==> config.mk <==
export PLATFORM = sky130hd
export DESIGN_NAME = seq_trojan_gen
export DESIGN_NICKNAME = d
export VERILOG_FILES = /design/src/rtl/seq_trojan_pkg.sv /design/src/rtl/seq_trojan_trig.sv /design/src/rtl/seq_trojan_gen.sv
export SDC_FILE = /design/constraint.sdc
export NUM_CORES = 1
export LEC_CHECK = 0
export ABC_AREA = 1
export BUFFER_PORTS_ARGS = -buffer_cell sky130_fd_sc_hd__buf_4
export CAP_MARGIN = 5
export CORE_MARGIN = 10
export CORE_UTILIZATION = 44
export DETAILED_ROUTE_END_ITERATION = 10
export GPL_ROUTABILITY_DRIVEN = 0
export PLACE_DENSITY = 0.75
export SLEW_MARGIN = 30
export SYNTH_ARGS = -nofsm -noshare
export SYNTH_HDL_FRONTEND = slang
export SYNTH_SLANG_ARGS = --single-unit
==> constraint.sdc <==
create_clock -name c -period 1.2 [get_ports c]
set_input_delay 0.06 -clock c [delete_from_list [all_inputs] [get_ports c]]
set_output_delay 0.06 -clock c [all_outputs]
set_load 0.02 [all_outputs]
==> src/rtl/seq_trojan_pkg.sv <==
// Shared types and helpers for the sequential-trigger Trojan benchmark.
// Used by the RTL and by the reference expectations in the bench.
package seq_trojan_pkg;

  typedef enum logic [1:0] {
    IDLE = 2'd0,
    FIRE = 2'd1,
    LOCK = 2'd2
  } trig_state_t;

  localparam int MODE_LEVEL   = 0;
  localparam int MODE_ONESHOT = 1;

  // Log-range code: 0 stays 0, values 1..3 share code 1, otherwise MSB index.
  function automatic int unsigned enc_log(input logic [31:0] x);
    int unsigned p;
    p = 0;
    for (int k = 0; k < 32; k++) begin
      if (x[k]) p = k;
    end
    if (x == '0) return 0;
    return (p < 2) ? 1 : p;
  endfunction

endpackage

==> src/rtl/seq_trojan_trig.sv <==
// Trigger path: edge detector on one input bit, edge counter and
// the one-shot FIRE/LOCK sequencer that drives the payload enable.
module seq_trojan_trig
  import seq_trojan_pkg::*;
#(
  parameter int TRIG_EDGE   = 0,
  parameter int CNT_W       = 2,
  parameter int TRIG_COUNT  = 2,
  parameter int MODE        = 0,
  parameter int PAYLOAD_LEN = 3
) (
  input  logic             c,
  input  logic             rst,
  input  logic             i_src,
  output logic             o_trig,
  output logic [CNT_W-1:0] o_cnt
);

  localparam int PL_W =
    (PAYLOAD_LEN > 1) ? $clog2(PAYLOAD_LEN) : 1;
  localparam logic [CNT_W-1:0] TC = CNT_W'(TRIG_COUNT);
  localparam logic [PL_W-1:0] PL0 = PL_W'(PAYLOAD_LEN - 1);
  // Reset value matches the idle level, so release never looks like an edge.
  localparam logic PREV_RST = (TRIG_EDGE != 0);

  trig_state_t      r_state;
  trig_state_t      w_state_nxt;
  logic [CNT_W-1:0] r_cnt;
  logic [CNT_W-1:0] w_cnt_nxt;
  logic [CNT_W-1:0] w_cnt_inc;
  logic [PL_W-1:0]  r_plen;
  logic [PL_W-1:0]  w_plen_nxt;
  logic             r_prev;
  logic             w_edge;

  assign w_edge = (TRIG_EDGE != 0)
                ? (i_src & ~r_prev)
                : (~i_src & r_prev);
  assign w_cnt_inc = r_cnt + 1'b1;

  always_ff @(posedge c or posedge rst) begin
    if (rst) begin
      r_state <= IDLE;
      r_cnt   <= '0;
      r_plen  <= '0;
      r_prev  <= PREV_RST;
    end else begin
      r_state <= w_state_nxt;
      r_cnt   <= w_cnt_nxt;
      r_plen  <= w_plen_nxt;
      r_prev  <= i_src;
    end
  end

  always_comb begin
    w_state_nxt = r_state;
    w_cnt_nxt   = r_cnt;
    w_plen_nxt  = r_plen;
    if (MODE == MODE_LEVEL) begin
      if (w_edge) w_cnt_nxt = w_cnt_inc;
    end else begin
      unique case (r_state)
        IDLE: begin
          if (w_edge) begin
            w_cnt_nxt = w_cnt_inc;
            if (w_cnt_inc == TC) begin
              w_state_nxt = FIRE;
              w_plen_nxt  = PL0;
            end
          end
        end
        FIRE: begin
          if (r_plen == '0) w_state_nxt = LOCK;
          else w_plen_nxt = r_plen - 1'b1;
        end
        LOCK: w_state_nxt = LOCK;
        default: w_state_nxt = IDLE;
      endcase
    end
  end

  always_comb begin
    o_trig = 1'b0;
    if (MODE == MODE_LEVEL) o_trig = (r_cnt == TC);
    else o_trig = (r_state == FIRE);
  end

  assign o_cnt = r_cnt;

endmodule

==> src/rtl/seq_trojan_gen.sv <==
// Sequential-trigger Trojan benchmark: log encoder pipeline whose output
// is swapped for a stored snapshot while the trigger is active.
module seq_trojan_gen
  import seq_trojan_pkg::*;
#(
  parameter int IN_W        = 10,
  parameter int ENC_W       = 4,
  parameter int TRIG_BIT    = 0,
  parameter int TRIG_EDGE   = 0,
  parameter int CNT_W       = 2,
  parameter int TRIG_COUNT  = 2,
  parameter int MODE        = 0,
  parameter int PAYLOAD_LEN = 3
) (
  input  logic             c,
  input  logic             rst,
  input  logic [IN_W-1:0]  i,
  input  logic             cap,
  output logic [ENC_W-1:0] q,
  output logic [ENC_W-1:0] mem,
  output logic             res,
  output logic             trig,
  output logic [CNT_W-1:0] trig_cnt
);

  logic [ENC_W-1:0] w_enc;

  assign w_enc = ENC_W'(enc_log(32'(i)));

  seq_trojan_trig #(
    .TRIG_EDGE   (TRIG_EDGE),
    .CNT_W       (CNT_W),
    .TRIG_COUNT  (TRIG_COUNT),
    .MODE        (MODE),
    .PAYLOAD_LEN (PAYLOAD_LEN)
  ) u_trig (
    .c      (c),
    .rst    (rst),
    .i_src  (i[TRIG_BIT]),
    .o_trig (trig),
    .o_cnt  (trig_cnt)
  );

  // On a cap/trig collision q sees the pre-update snapshot.
  always_ff @(posedge c or posedge rst) begin
    if (rst) begin
      q   <= '0;
      mem <= '0;
    end else begin
      q <= trig ? mem : w_enc;
      if (cap) mem <= w_enc;
    end
  end

  assign res = &(~(q ^ mem));

endmodule

== Yosys cells after proc, flatten, opt, wreduce, memory -nomap -nowiden ==
Cells that the tools add are included.
Storage, ports and cells
  register bits: 11
  bits of input ports: 13
  logic and storage cells: 26
Operators by class
  $add $sub $neg: 1
  magnitude comparators: 1
  equal/unequal tests: 1
  multiplexer cells: 13
  bitwise logic cells: 4
  reductions and logical operators: 2
Operators with widths (number)
  32-bit 2-to-1 mux: 8
  32-bit by 2-bit < comparator with 1-bit output, second input constant: 1
  4-bit 2-to-1 mux: 3
  10-bit logical NOT: 1
  4-bit inverter: 1
  4-bit AND reduction: 1
  4-bit XOR: 1
  2-bit by 1-bit adder with 2-bit output, second input constant: 1
  2-bit == test, second input constant: 1
  1-bit 2-to-1 mux: 2
  1-bit AND: 1
  1-bit inverter: 1

== Logic depth before layout (Yosys ltp) ==
Gate-level depths: netlist (run 1).
  word-level depth: 13
  mapped depth: 11
  gate-level depth less buffers: 11

== Hierarchy ==
From an unflattened synthesis (run 1), not the netlist that was laid out.
Unflattened totals
  cell total of the unflattened synthesis: 76
  area total of the unflattened synthesis: 578.1 µm²
By module, submodules not included
  seq_trojan_gen: times used 1, cells each 61, area an instance 444.2 µm², seq. area each 200.2 µm²
  seq_trojan_trig: times used 1, cells each 15, area an instance 133.9 µm², seq. area each 75.1 µm²

== Worst setup path before layout (run 1) ==
Ideal clock, no wire load.
  path kind: flip-flop to output port
  start: register mem[1]
  end: output port res
  arrival: 1.414 ns
  slack: -0.274 ns
  cell stages (with the launch flop): 3
  cells stage by stage: dfrtp_1 -> or2_2 -> a221oi_1
On the way
  longest elaborated chain between the ends: 3
RTL lines
  from (decl): line seq_trojan_gen.sv:20  | output logic [ENC_W-1:0] mem,
  from (signal assigned): line seq_trojan_gen.sv:51  | if (cap) mem <= w_enc;
  4-bit XOR: line seq_trojan_gen.sv:55  | assign res = &(~(q ^ mem));
  4-bit inverter: line seq_trojan_gen.sv:55
  4-bit AND reduction: line seq_trojan_gen.sv:55
  to (decl): line seq_trojan_gen.sv:21  | output logic res,
Every way passes these cells.

== Final worst setup path (run 1) ==
  start: register q[1]
  end: output port res
On the way
  longest elaborated chain between the ends: 3
RTL lines
  from (decl): line seq_trojan_gen.sv:19  | output logic [ENC_W-1:0] q,
  from (signal assigned): line seq_trojan_gen.sv:50  | q <= trig ? mem : w_enc;
  4-bit XOR: line seq_trojan_gen.sv:55
  4-bit inverter: line seq_trojan_gen.sv:55
  4-bit AND reduction: line seq_trojan_gen.sv:55
Every way passes these cells.

==> reports/qor.yml, run 1 <==
status: "finished with violations"
violations: "negative setup slack"
multi_input_area_sq_um: 294.0
finalClockSkew_ps: 3.500
max-slew-margin-rel_pct: 72.91
synth_warnings: 0
drt.antenna.violating_nets: 0
grt_overflow_total: 0
grt_pass1_vias: 594
drt_wl_total_microns: 1373
critPathKind: "flop to output pin"
nNetsFinal: 126
hold_ws_ps: 34.98
worst_slew_pin_slew_ps: 405.9
synth_compound_area_share_pct: 7.463
synth_fp_nets: 90
synthTopCellsByArea: "dfrtp_1, nand2_1, inv_1"
post-route-period-util_pct: 114.8
arrival_ps: 1320
cp_max_fo: 2
worstSetupEndpointType: "output pin"
synth_xor_area_share_pct: 4.478
layout_commonest_cell: "buf_4"
die_x_microns: 56.52
finalHoldViolations: 0
synth.distinct_cells: 14
setup_viol: 1
final_cell_count_no_fill: 126
via_per_inst: 4.627
cts.clk_slew.worst_paths_ps: 70
numCtsBuffers: 3
grt_usage_pct: 9.112
synth_top_area_cell: "dfrtp_1"
syn_inst: 76
cpPeakStageDelay_ps: 380
dpl_worst_slack_ps: 0.2051
yosys.area_share.adder_pct: 2.132
area_growth_pct: 54.80
drt-initial-drc-count: 12
cp_slowest_cell: "dfrtp_1"
nFillCells: 114
irDropWorstVdd_mv: 0.7490
firstDrtPassIters: 5
layout_common_cells: "buf_4, nand2_1, inv_1, dfrtp_1, o21ai_0"
fp.dieH_microns: 56.52
power_density_nw_per_um2: 1643
drive_above_1_share_pct: 36.04
ys_ff_latch: 11
core_sq_um: 1285
clock_latency_ps: 260
yosysTopAreaCellShare_pct: 46.91
io_pins: 25
drc: 0
final_util_pct: 70.69
rsz0062_at_grt: "yes"
start_kind: "flop"
dieArea_sq_um: 3195
diodes: 0
synth-simple-area-share_pct: 30.06
syn_area_per_cell_sq_um: 7.721
dp.cells: 118
timing.critical_path.cells: "or2_4, a221oi_4, buf_6"
synth.area.mux_share_pct: 0
required_ps: 1140
fp-row-count: 13
setup_slack_ps: -178.0
ys_seq_area_share_pct: 46.91
cts_tree: "yes"
start_util_pct: 45.67
dp_hpwl_microns: 1193
vias: 583
finalCriticalPeriod_ps: 1378
grt_max_degree: 12
synth_top_family_by_area: "simple AND/OR/NAND/NOR gates"
p_leak_nw: 0.5028
port_buffers: 24
cts_buffer_depth: 2
grt_pass1_wl_microns: 2463
antenna_found_initial: 0
synth_area_sq_um: 586.8
h-tree-depth: 1
wl_per_cell_microns: 10.90
slew_viol_final: 0
seq_area_sq_um: 275.3
maxCapViolations: 0
cts_root_buf: "clkbuf_4"
cts.sinks: 11
fmax_mhz: 725.7
hp-class: "primary input to flop"
stdcell_area_sq_um: 908.4
place_area_sq_um: 828.3
cell usage after synthesis (all sizes together):
| library cell | number |
|---|---|
| nand3 | 4 |
| ha | 1 |
| inv | 14 |
| dfrtp | 11 |
| or2 | 3 |
| nand2 | 28 |
| a221oi | 1 |
| nor2 | 3 |
| o21ai | 7 |
| xnor2 | 2 |
| xor2 | 1 |
| nor3 | 1 |
worst max-delay path: cells and delay by family (launching register included):
family / cells / cell delay [ps]
buf+inv: 1 / 150
compound gates: 1 / 270
simple gates: 1 / 260
flops: 1 / 380
path summary, 6_finish.rpt:
| check | from | end | slack, ps | depth (start not counted) |
|---|---|---|---|---|
| max in group asynchronous | rst | q[3] | 570 | 3 |
| hold / removal | cap | mem[3] | 30 | 2 |
| setup reg to reg | u_trig.o_cnt[0] | q[3] | 250 | 5 |
| setup / recovery | q[1] | res | -180 | 3 |
| min in group asynchronous | rst | u_trig.o_cnt[0] | 340 | 3 |
| hold reg to reg | u_trig.o_cnt[1] | u_trig.o_cnt[1] | 570 | 2 |
power breakdown:
part / total [W] / internal, W / switching (W)
clock network: 0.000247 / 0.000129 / 0.000118
logic: 0.000721 / 0.000341 / 0.000380
registers: 0.000525 / 0.000460 / 0.0000656
total: 0.00149 / 0.000929 / 0.000564
registers in the layout (all words and copies together), names as in the netlist:
| signal | count |
|---|---|
| q | 4 |
| u_trig.o_cnt | 2 |
| mem | 4 |
| u_trig.r_prev | 1 |
layout make-up:
type | instances | area share [%]
Clock buffer | 4 | 2.893
Multi-Input combinational cell | 51 | 32.37
Tap cell | 15 | 2.066
Timing Repair Buffer | 31 | 26.58
Sequential cell | 11 | 30.30
Inverter | 14 | 5.785
logic make-up (layout without fill, tap and decap cells):
| group | count (synthesis) | in the layout |
|---|---|---|
| AOI/OAI and AO/OA | 8 | 8 |
| xor gates and xnor gates | 3 | 3 |
| adders and majority gates | 1 | 1 |
| buffers and inverters | 14 | 49 |
| DFF | 11 | 11 |
| and+or+nand+nor | 39 | 39 |
per-stage QoR:
stage,total power [W],TNS (ps)
2_1_floorplan,0.0009182,-47.20
3_5_place_dp,0.001203,0
3_3_place_gp,0.001185,0
6_report,0.001493,-178.0
5_1_grt,0.001613,-239.8
4_1_cts,0.001507,-180.8
layer usage:
layer / up-vias / wire (microns) / track usage [%]
li1: 305 / - / -
met5: - / 0 / 0
met3: 6 / 101 / 3.146
met1: 247 / 594 / 9.407
met2: 25 / 627 / 15.05
met4: 0 / 50 / 6.186
timing repair:
item | 4_1_cts | 5_1_grt
hold buffers | 2 | 0
setup endpoints to repair | 2 | 2
resized for setup | 4 | 1
endpoints found under the hold margin | 12 | 0
setup buffers | 1 | 1
pin swaps | 2 | 1
Note: power is estimated with default switching activity, not from simulation.
==> run 2: changes to the inputs <==
--- a/config.mk
+++ b/config.mk
@@ -13,7 +13,7 @@
 export DETAILED_ROUTE_END_ITERATION = 10
 export GPL_ROUTABILITY_DRIVEN = 0
 export PLACE_DENSITY = 0.75
-export SLEW_MARGIN = 30
+export SLEW_MARGIN = 10
 export SYNTH_ARGS = -nofsm -noshare
 export SYNTH_HDL_FRONTEND = slang
 export SYNTH_SLANG_ARGS = --single-unit
==> constraint.sdc (replaced) <==
create_clock -name c -period 1.2 [get_ports c]
set_input_delay 0.24 -clock c [delete_from_list [all_inputs] [get_ports c]]
set_output_delay 0.24 -clock c [all_outputs]
set_load 0.02 [all_outputs]
==> run 2 against run 1 <==
- the flow still finishes with violations (negative setup slack)
- fmax down 14%
- first-iteration DRC count down 83%
- hold slack better by 50 ps
- sequential power up 3%
- critical path depth unchanged
- die area unchanged
- critical endpoint unchanged
==> reports/qor.yml, run 2 (synthesis gave the netlist of run 1 again) <==
cpPeakStageDelay_ps: 400  # +20 ps
die_x_microns: 56.52  # unchanged
vias: 612  # +5.0%
grt_pass1_wl_microns: 2760  # +12%
grt_max_degree: 12  # unchanged
h-tree-depth: 1  # unchanged
timing.critical_path.cells: "or2_4, a221oi_4, buf_6"
fp.dieH_microns: 56.52  # unchanged
required_ps: 960  # -180 ps
setup_slack_ps: -399.3  # -221.3 ps
final_cell_count_no_fill: 133  # +5.6%
via_per_inst: 4.602  # -0.55%
core_sq_um: 1285  # unchanged
whs_endpoint: "u_trig.r_prev"
port_buffers: 24  # unchanged
dp.cells: 122  # +3.4%
fp-row-count: 13  # unchanged
tns_ps: -583.8  # -405.8 ps
violations: "negative setup slack"
nNetsFinal: 133  # +5.6%
grt_overflow_total: 0  # unchanged
crit_family: "flip-flops"
dieArea_sq_um: 3195  # unchanged
min_path_cells: 1  # -1
grt_pass1_vias: 646  # +8.8%
p_seq_share_pct: 30.8  # -4.4 points
cp_max_fo: 2  # unchanged
arrival_ps: 1360  # +40 ps
hp-class: "primary input to flop"
diodes: 0  # unchanged
numCtsBuffers: 3  # unchanged
post-route-period-util_pct: 133.3  # +18 points
finalClockSkew_ps: 0.4887  # -3.011 ps
rsz0062_at_grt: "yes"
r2r_start: "u_trig.o_cnt[0]"
cts_tree: "yes"
grt_usage_pct: 10.39  # +1.3 points
drt-initial-drc-count: 2  # -10
irDropWorstVdd_mv: 0.7835  # +4.6%
clock_latency_ps: 270  # about the same
start_util_pct: 45.67  # unchanged
rr_worst_depth: 6  # +1
worst_slew_pin_slew_ps: 399.3  # -6.688 ps
max-slew-margin-rel_pct: 73.35  # +0.45 points
dp_hpwl_microns: 1279  # +7.2%
drive_above_1_share_pct: 46.61  # +11 points
slew_viol_final: 0  # unchanged
critPathKind: "flop to output pin"
layout_common_cells: "nand2_1, buf_4, inv_1, buf_6, dfrtp_1"
path_buf_inv: 1  # unchanged
fmax_mhz: 625.3  # -14%
nFillCells: 92  # -19%
multi_input_area_sq_um: 311.5  # +6.0%
antenna_found_initial: 0  # unchanged
switching_share_pct: 37.58  # -0.17 points
seq_area_sq_um: 279.0  # +1.4%
firstDrtPassIters: 4  # -1
cts_buffer_depth: 2  # unchanged
p_comb_share_pct: 54.6  # +6.3 points
setup_viol: 3  # +2
wl_per_cell_microns: 12.13  # +11%
drt.antenna.violating_nets: 0  # unchanged
finalHoldViolations: 0  # unchanged
layout_commonest_cell: "nand2_1"
power_density_nw_per_um2: 1712  # +4.2%
hold_start: "i[0]"
worstSetupEndpointType: "output pin"
p_leak_nw: 0.5597  # +11%
clkPwrFrac_pct: 14.6  # -1.9 points
cp_slowest_cell: "dfrtp_2"
p_int_w: 0.001096  # +18%
cts.clk_slew.worst_paths_ps: 70  # about the same
cts_root_buf: "clkbuf_4"
cts.sinks: 11  # unchanged
r2r_end: "q[3]"
status: "finished with violations"
io_pins: 25  # unchanged
p_switching_w: 0.0006602  # +17%
drc: 0  # unchanged
finalCriticalPeriod_ps: 1599  # +221.3 ps
start_kind: "flop"
maxCapViolations: 0  # unchanged
timing.reg2reg.setup_slack_ps: 150  # -100 ps
drt_wl_total_microns: 1613  # +17%
area_growth_pct: 74.84
run 2: changes by cell type in the layout (fill, tap and decap cells not counted), sizes merged:
| cell | before | now |
|---|---|---|
| buf | 29 | 37 |
| clkbuf | 4 | 3 |
| clkinv | 0 | 1 |
| dlygate4sd3 | 2 | 1 |
run 2: per-stage QoR:
step	power, W	setup slack (ps)	hold slack, ps	utilization [%]	cell area [sq um]
finish	0.001757	-399.3	84.97	79.84	1026
global route	0.001883	-433.1	82.08	79.84	1026
CTS	0.001661	-405.8	79.88	75.27	967.2
detailed placement	0.001260	-109.0	252.4	67.48	867.1
global placement	0.001236	-84.56	243.7	67.48	867.1
floorplan	0.0009324	-108.3	92.24	-	615.6
run 2: layout make-up:
class	count	share of cell area, %
clock inverter	1	0.4878
clock buffer	3	2.195
multi-input combinational	51	30.37
tap	15	1.829
sequential	11	27.20
inverter	14	5.122
timing repair buffer	38	32.81
run 2: worst max-delay path by stage:
stage,from,to,depth (start not counted)
6_report,q[1],res,3
5_1_grt,q[1],res,3
4_1_cts,q[1],res,3
3_5_place_dp,q[1],res,3
3_3_place_gp,q[1],res,3
2_1_floorplan,q[1],res,2
run 2: power by group through the flow:
| stage | Sequential (W) | Combinational, W | Clock [W] |
|---|---|---|---|
| after global placement | 0.000517 | 0.000719 | 0 |
| after global routing | 0.000551 | 0.00106 | 0.000277 |
| after floorplan | 0.000639 | 0.000293 | 0 |
| after CTS | 0.000526 | 0.000872 | 0.000263 |
| final | 0.000541 | 0.000958 | 0.000257 |
| after detailed placement | 0.000525 | 0.000735 | 0 |
run 2: worst reg2reg max path, delay by kind of cell, from the launching register on:
kind | cells | cell delay, ps
DFF | 1 | 400
buffers and inverters | 3 | 280
adders and majority gates | 1 | 140
AOI/OAI and AO/OA | 1 | 70
and+or+nand+nor | 1 | 60
run 2: metal layers:
| layer | global-route usage (%) | share of wire [%] | vias to the layer above |
|---|---|---|---|
| li1 | - | - | 314 |
| met3 | 2.472 | 5.5 | 2 |
| met5 | 0 | 0 | - |
| met2 | 18.97 | 53 | 20 |
| met4 | 5.498 | 1.2 | 0 |
| met1 | 10.45 | 40 | 276 |
run 2: what timing repair did:
action                     in CTS  in global routing
setup endpoints to repair       6                  8
gates resized for setup        10                  8
setup buffers                   5                  3
pin swaps                       1                  3
hold buffers                    1                  0
hold endpoints to repair       11                  0
